==> src/rtl/reg_file_pkg.sv <==
// Shared definitions for the multi-port register file.
// Holds the default geometry and the bulk-clear FSM state encoding.
package reg_file_pkg;

    localparam int unsigned XLEN_DEF = 32;
    localparam int unsigned NREG_DEF = 32;

    typedef enum logic [1:0] {
        IDLE  = 2'd0,
        CLEAR = 2'd1,
        DONE  = 2'd2
    } clr_state_t;

endpackage

==> src/rtl/flop_r.sv <==
// Enabled D flip-flop bank with asynchronous active-high reset to zero.
// Ports: clk, rst, en (load enable), d (next value), q (stored value).
module flop_r #(
    parameter int unsigned W = 32
) (
    input  logic         clk,
    input  logic         rst,
    input  logic         en,
    input  logic [W-1:0] d,
    output logic [W-1:0] q
);

    always_ff @(posedge clk or posedge rst) begin
        if (rst) begin
            q <= '0;
        end else if (en) begin
            q <= d;
        end
    end

endmodule

==> src/rtl/rf_clear_fsm.sv <==
// Sequential bulk-clear engine: walks registers 1..NREG-1, one per cycle.
// Ports:
//   clk, rst     clock, asynchronous active-high reset
//   i_clr_req    clear request, honoured only while idle
//   o_clr_busy   high in CLEAR and DONE
//   o_clr_done   one-cycle pulse in DONE
//   clr_we       zero-write strobe for the register at clr_addr
//   clr_addr     register being cleared this cycle
module rf_clear_fsm
    import reg_file_pkg::*;
#(
    parameter int unsigned NREG = NREG_DEF,
    parameter int unsigned AW   = $clog2(NREG)
) (
    input  logic          clk,
    input  logic          rst,
    input  logic          i_clr_req,
    output logic          o_clr_busy,
    output logic          o_clr_done,
    output logic          clr_we,
    output logic [AW-1:0] clr_addr
);

    clr_state_t    state_q, state_d;
    logic [AW-1:0] cnt_q, cnt_d;

    always_ff @(posedge clk or posedge rst) begin
        if (rst) begin
            state_q <= IDLE;
            cnt_q   <= '0;
        end else begin
            state_q <= state_d;
            cnt_q   <= cnt_d;
        end
    end

    always_comb begin
        state_d = state_q;
        cnt_d   = cnt_q;
        unique case (state_q)
            IDLE: begin
                if (i_clr_req) begin
                    state_d = CLEAR;
                    cnt_d   = AW'(1); // register 0 is never stored
                end
            end
            CLEAR: begin
                // Exit on the last index so the counter never wraps.
                if (cnt_q == AW'(NREG - 1)) begin
                    state_d = DONE;
                end else begin
                    cnt_d = cnt_q + AW'(1);
                end
            end
            DONE:    state_d = IDLE;
            default: state_d = IDLE;
        endcase
    end

    assign clr_we     = (state_q == CLEAR);
    assign clr_addr   = cnt_q;
    assign o_clr_busy = (state_q == CLEAR) || (state_q == DONE);
    assign o_clr_done = (state_q == DONE);

endmodule

==> src/rtl/reg_file_mp.sv <==
// Parametrised multi-port integer register file with pending-write
// scoreboard and sequential bulk-clear engine.
// Ports:
//   clk, rst                 clock, asynchronous active-high reset
//   i_rd_en/i_rd_addr        per-port read enable and packed addresses
//   o_rd_dat                 packed registered read data (1-cycle latency)
//   i_wr_en/addr/dat         write port, ignored while clearing
//   i_sb_set_en/addr         mark register pending (idle only)
//   o_sb_busy                scoreboard, bit n = register n pending
//   i_clr_req                bulk-clear request
//   o_clr_busy/o_clr_done    clear engine status
//   i_debug_addr             debug read address
//   o_debug_data             registered debug read data, never bypassed
module reg_file_mp
    import reg_file_pkg::*;
#(
    parameter int unsigned XLEN   = XLEN_DEF,
    parameter int unsigned NREG   = NREG_DEF,
    parameter int unsigned NRD    = 2,
    parameter int unsigned BYPASS = 1,
    parameter int unsigned AW     = $clog2(NREG)
) (
    input  logic                clk,
    input  logic                rst,
    input  logic [NRD-1:0]      i_rd_en,
    input  logic [NRD*AW-1:0]   i_rd_addr,
    output logic [NRD*XLEN-1:0] o_rd_dat,
    input  logic                i_wr_en,
    input  logic [AW-1:0]       i_wr_addr,
    input  logic [XLEN-1:0]     i_wr_dat,
    input  logic                i_sb_set_en,
    input  logic [AW-1:0]       i_sb_set_addr,
    output logic [NREG-1:0]     o_sb_busy,
    input  logic                i_clr_req,
    output logic                o_clr_busy,
    output logic                o_clr_done,
    input  logic [AW-1:0]       i_debug_addr,
    output logic [XLEN-1:0]     o_debug_data
);

    logic            clr_we;
    logic [AW-1:0]   clr_addr;
    logic            idle;
    logic            user_we;
    logic            wr_we;
    logic [AW-1:0]   wr_addr;
    logic [XLEN-1:0] wr_dat;
    logic [XLEN-1:0] regs [NREG];
    logic [XLEN-1:0] rd_next [NRD];
    logic [AW-1:0]   rd_addr [NRD];
    logic [NREG-1:0] busy_q, busy_d;

    rf_clear_fsm #(
        .NREG (NREG),
        .AW   (AW)
    ) u_clear_fsm (
        .clk        (clk),
        .rst        (rst),
        .i_clr_req  (i_clr_req),
        .o_clr_busy (o_clr_busy),
        .o_clr_done (o_clr_done),
        .clr_we     (clr_we),
        .clr_addr   (clr_addr)
    );

    // The engine owns the write port whenever it is not idle.
    assign idle    = ~o_clr_busy;
    assign user_we = idle && i_wr_en && (i_wr_addr != '0);
    assign wr_we   = user_we || clr_we;
    assign wr_addr = clr_we ? clr_addr : i_wr_addr;
    assign wr_dat  = clr_we ? '0 : i_wr_dat;

    assign regs[0] = '0;

    for (genvar n = 1; n < NREG; n++) begin : g_reg
        flop_r #(
            .W (XLEN)
        ) u_reg (
            .clk (clk),
            .rst (rst),
            .en  (wr_we && (wr_addr == AW'(n))),
            .d   (wr_dat),
            .q   (regs[n])
        );
    end

    // Read mux; with bypass a same-cycle write (including a clear zero) wins.
    always_comb begin
        for (int k = 0; k < NRD; k++) begin
            rd_addr[k] = i_rd_addr[k*AW +: AW];
            rd_next[k] = regs[rd_addr[k]];
            if ((BYPASS != 0) && wr_we && (wr_addr == rd_addr[k])) begin
                rd_next[k] = wr_dat;
            end
        end
    end

    always_ff @(posedge clk or posedge rst) begin
        if (rst) begin
            o_rd_dat <= '0;
        end else begin
            for (int k = 0; k < NRD; k++) begin
                if (i_rd_en[k]) begin
                    o_rd_dat[k*XLEN +: XLEN] <= rd_next[k];
                end
            end
        end
    end

    always_ff @(posedge clk or posedge rst) begin
        if (rst) begin
            o_debug_data <= '0;
        end else begin
            o_debug_data <= regs[i_debug_addr];
        end
    end

    // Set is applied after clear so a new producer supersedes the old one.
    always_comb begin
        busy_d = busy_q;
        if (wr_we) begin
            busy_d[wr_addr] = 1'b0;
        end
        if (idle && i_sb_set_en) begin
            busy_d[i_sb_set_addr] = 1'b1;
        end
        busy_d[0] = 1'b0;
    end

    always_ff @(posedge clk or posedge rst) begin
        if (rst) begin
            busy_q <= '0;
        end else begin
            busy_q <= busy_d;
        end
    end

    assign o_sb_busy = busy_q;

endmodule
==> config.mk <==
export PLATFORM = sky130hd
export DESIGN_NAME = reg_file_mp
export DESIGN_NICKNAME = d
export VERILOG_FILES = /design/src/rtl/reg_file_pkg.sv /design/src/rtl/flop_r.sv /design/src/rtl/rf_clear_fsm.sv /design/src/rtl/reg_file_mp.sv
export SDC_FILE = /design/constraint.sdc
export NUM_CORES = 2
export LEC_CHECK = 0
export CAP_MARGIN = 15
export CORE_MARGIN = 4
export CORE_UTILIZATION = 57
export DETAILED_ROUTE_END_ITERATION = 16
export GPL_TIMING_DRIVEN = 0
export PLACE_DENSITY = 0.78
export SYNTH_ARGS = -nofsm -noshare
export SYNTH_HDL_FRONTEND = slang
export SYNTH_SLANG_ARGS = --single-unit
==> constraint.sdc <==
create_clock -name clk -period 36.5 [get_ports clk]
set_input_delay 3.65 -clock clk [delete_from_list [all_inputs] [get_ports clk]]
set_output_delay 3.65 -clock clk [all_outputs]
set_load 0.1 [all_outputs]
==> results.txt <==
The count of instances resized after the clock tree is built is 0. The tools report the max-slew violation count as 0. In the final layout, the multi-input gates occupy 33700 µm².

The core occupancy in the finished layout is 0.654, and the average size of a mapped cell is 10.9 µm². The sequential area share after synthesis was 0.434; the clock latency on the worst-skew pair was 0.84 ns. The total of warnings raised by yosys is 0.

The tools report the initial cell density of the core as 0.576. The maximum net fanout on the critical path was 10. The run gives 8866 as the number of fill cells in the layout. The total congestion overflow after global routing is 0. The share of post-route cells with drive strength above 1 was 0.207. Buffers placed on the I/O ports in this run total 180. Synthesis produced a netlist whose cell count is 5948. In this run, synthesis produced a sequential element count of 1126. Cell internal power was estimated by the tool at 0.00346 W. Buffers inserted to repair hold after CTS numbered 0.

The sequential group share of total power came out at 0.358. In this run the power spent charging and discharging nets is 0.00270 W. The critical register-to-register path startpoint is u_clear_fsm.state_q[1]$_DFFE_PP0P_. The final critical delay including setup and external delays works out to 7.46 ns. The floorplan step set the die width to 345 µm. After routing, the total negative slack on setup checks comes to 0 ns. The clock tree synthesis step divided the H-tree into 4 levels. Across the run, the number of max-cap violations was 0. The final RePlAce weighted congestion came out at 1.11. For this run, the leading register cell type out of synthesis is sky130_fd_sc_hd__dfrtp_1. The cell leakage power is 31.1 nW, and the area growth from synthesis to final layout is 13.6%. Power spread over the standard cell area amounts to 83.6 nW/µm². The post-route antenna net violation count came out at 0. Number of global-route vias before repair: 56.3k. The HPWL after detailed placement is 234 mm. The routed layout has 60.1k vias. The floorplan step defined a core boundary enclosing 113000 µm².

The worst setup path category is input pin to flop. Instance count along the most critical hold path: 2. Using the TritonRoute via totals, the vias-per-cell ratio works out to 7.58. The run gives 0.517 as the total routing usage reported by global routing. In this run, distinct cell masters in the synthesized netlist total 48.

The final count of negative-setup-slack endpoints was 0. The tools report the clock tree root driver cell as sky130_fd_sc_hd__clkbuf_16. The pin count of the biggest net entering global routing came out at 127. The final layout contains routed wiring with a total length of 312 mm.

The first-pass iteration count of the detailed router was 7. The logs give 29 for the number of antenna violations at the first check in global routing and 119000 µm² for the die footprint. STA puts the critical path data required time at 37.16 ns.

Clock-pin slew was measured on the worst setup and hold paths at 0.06 ns. The total nets after synthesis is 6017, and the top-level port count is 194. At the pin with the least slew margin, the transition time is 1.42 ns. The clock power share was 0.231; the maximum clock insertion buffer count was 3.

The worst-case IR drop observed on VDD is 0.0968 mV. The floorplan has 123 rows. Setup slack on the worst reg-to-reg path comes out at 32.06 ns. The tools report the post-synthesis cell area as 64900 µm². The launching element type of the critical path is an input pin.

The arrival time at the worst endpoint is 8.11 ns, and the footprint of the flip-flops and latches is 28200 µm². The run finished with clean final reports. For the total clock buffers created by CTS, the log shows 131.

TritonCTS built the clock tree. The proportion of total power due to net switching is 0.439. Setup repair after global routing left no endpoint under its margin. The worst reg2reg path depth works out to 10. The worst hold path terminates at o_sb_busy[13]$_DFF_PP0_. The tightest min-delay check is of the flop to flop type. The period utilization is 0.204. Count of final hold-check violations: 0. Counting every sink on the clock net gives 1126. The first global-routing pass estimated 430 mm of wire.

Dividing the detail-routed wire length by the instance count gives 39.3 µm. The timing-limited maximum frequency came out at 134 MHz. The proportion of register bits with asynchronous set or reset after synthesis is 1.00. Number of synthesized flops with an enable pin: 0.

After detailed routing, the number of remaining DRC violations is 0. The number of buffers inserted by post-CTS setup repair was 0. The tools report the category of the worst setup path capture point as a flop. The number of design-rule violations left by the first detailed-router iteration was 11.6k; the final net count was 6358.

The floorplan step set the die height to 345 µm. The tools report the remaining max-slew budget at the tightest pin as 0.0548. In this run the critical register-to-register path is captured at o_rd_dat[9]$_DFFE_PP0P_. Final worst clock skew: 0.0339 ns.

Start point of the worst min-delay path: o_sb_busy[13]$_DFF_PP0_. The combinational share of power is 0.411.
-- through the flow --
stage / total power, W / worst slack (ns) / area, µm² / hold slack [ns] / std cells
global route: 0.00631 / 29.32 / 73600 / 0.520 / 7892
finish: 0.00616 / 29.04 / 73700 / 0.492 / 7922
detailed placement: 0.00460 / 28.75 / 69000 / 0.473 / 7648
CTS: 0.00600 / 29.54 / 73500 / 0.496 / 7881
floorplan: 0.00367 / 1.14 / 64900 / 0.476 / 5948
global placement: 0.00451 / -11.72 / 68500 / 0.473 / 7628
-- logic make-up (layout without fill, tap and decap cells) --
| family | Yosys count | in the layout | synth area share |
|---|---|---|---|
| AND/OR/NAND/NOR | 1369 | 1369 | 0.0845 |
| XOR/XNOR | 10 | 10 | 0.00135 |
| buffers and inverters | 705 | 1146 | 0.0466 |
| flip-flops | 1126 | 1126 | 0.434 |
| adder cells (fa/ha/maj) | 5 | 5 | 0.000965 |
| other | 1 | 34 | 0.0000578 |
| multiplexers | 1097 | 1097 | 0.289 |
| AO/OA/AOI/OAI | 1635 | 1635 | 0.143 |
-- routing by layer --
layer | GRT usage | wire (µm)
met1 | 0.623 | 100000
met3 | 0.233 | 48100
met5 | 0 | 159
met4 | 0.510 | 41100
met2 | 0.673 | 122000
-- cell type report --
| class | instances | share of cell area |
|---|---|---|
| Antenna cell | 33 | 0.00112 |
| Buffer | 635 | 0.0375 |
| Clock buffer | 184 | 0.0526 |
| Clock inverter | 49 | 0.00893 |
| Inverter | 70 | 0.00367 |
| Multi-Input combinational cell | 4117 | 0.457 |
| Sequential cell | 1126 | 0.382 |
| Tap cell | 1500 | 0.0255 |
| Timing Repair Buffer | 208 | 0.0318 |
-- worst max-delay path, cell delays in order --
cell and delay, ns:
sky130_fd_sc_hd__buf_2 0.34, sky130_fd_sc_hd__clkbuf_1 1.06, sky130_fd_sc_hd__clkbuf_1 0.72, sky130_fd_sc_hd__mux4_2 0.43, sky130_fd_sc_hd__mux2i_1 0.34, sky130_fd_sc_hd__o22ai_1 0.30, sky130_fd_sc_hd__a211oi_1 1.05, sky130_fd_sc_hd__a31oi_1 0.18
-- flip-flops by register name, summed over array words and instances (netlist names) --
signal,cells
g.u_reg.q,992
o_debug_data,32
o_rd_dat,64
o_sb_busy,31
u_clear_fsm.clr_addr,5
u_clear_fsm.state_q,2
-- synthesized netlist by cell type (all sizes together) (6+ instances only) --
library cell  count  area (µm²)
nand2          1167        4380
dfrtp          1126       28200
o21ai          1116        5590
mux4            591       13300
clkbuf          375        1410
mux2            264        2970
buf             260        1350
mux2i           242        2450
a22oi           166        1250
o22ai           151         945
inv              69         259
nor2             64         240
and3             61         382
a22o             47         412
a21oi            44         220
o31a             32         280
a211oi           27         203
a31oi            23         144
nand3            19        95.1
nor2b            14        87.6
nand2b           12        75.1
nor3             10        55.1
a221oi            9        78.8
o211ai            8        60.1
xnor2             8        70.1
o22a              7        61.3
nor3b             6        45.0
-- cells in the final DEF (no fill, tap or decap), drive strengths merged, types with 2 or more instances in the layout --
cell type      netlist  final
nand2             1167   1167
dfrtp             1126   1126
o21ai             1116   1116
mux4               591    591
clkbuf             375    560
buf                260    287
mux2               264    264
mux2i              242    242
clkdlybuf4s50        0    180
a22oi              166    166
o22ai              151    151
inv                 69     77
nor2                64     64
and3                61     61
a22o                47     47
a21oi               44     44
diode                0     33
o31a                32     32
a211oi              27     27
clkinv               1     24
a31oi               23     23
nand3               19     19
nor2b               14     14
bufinv               0     13
nand2b              12     12
nor3                10     10
a221oi               9      9
o211ai               8      8
xnor2                8      8
o22a                 7      7
nor3b                6      6
ha                   5      5
clkinvlp             0      5
and2                 4      4
nand3b               3      3
or2                  3      3
or3                  2      2
xor2                 2      2
nand4                2      2
o221a                2      2
-- power by group through the flow --
| stage | combinational, W | sequential, W | clock, W |
|---|---|---|---|
| 2_1_floorplan | 0.00124 | 0.00244 | 0 |
| 3_3_place_gp | 0.00236 | 0.00215 | 0 |
| 3_5_place_dp | 0.00241 | 0.00219 | 0 |
| 4_1_cts | 0.00243 | 0.00217 | 0.00140 |
| 5_1_grt | 0.00260 | 0.00225 | 0.00145 |
| 6_report | 0.00253 | 0.00220 | 0.00142 |
-- worst max path at each step --
stage                 startpoint                          endpoint  slack [ns]  depth (start not counted)
floorplan                    rst  g_reg[10].u_reg.q[0]$_DFFE_PP0P_        1.14                          1
finish              i_rd_addr[1]          o_rd_dat[14]$_DFFE_PP0P_       29.04                          8
global placement             rst  g_reg[22].u_reg.q[4]$_DFFE_PP0P_      -11.72                          2
global route        i_rd_addr[2]          o_rd_dat[14]$_DFFE_PP0P_       29.32                          8
detailed placement  i_rd_addr[3]          o_rd_dat[12]$_DFFE_PP0P_       28.75                          7
CTS                 i_rd_addr[3]          o_rd_dat[12]$_DFFE_PP0P_       29.54                          7
(Power assumes the default switching activity.)
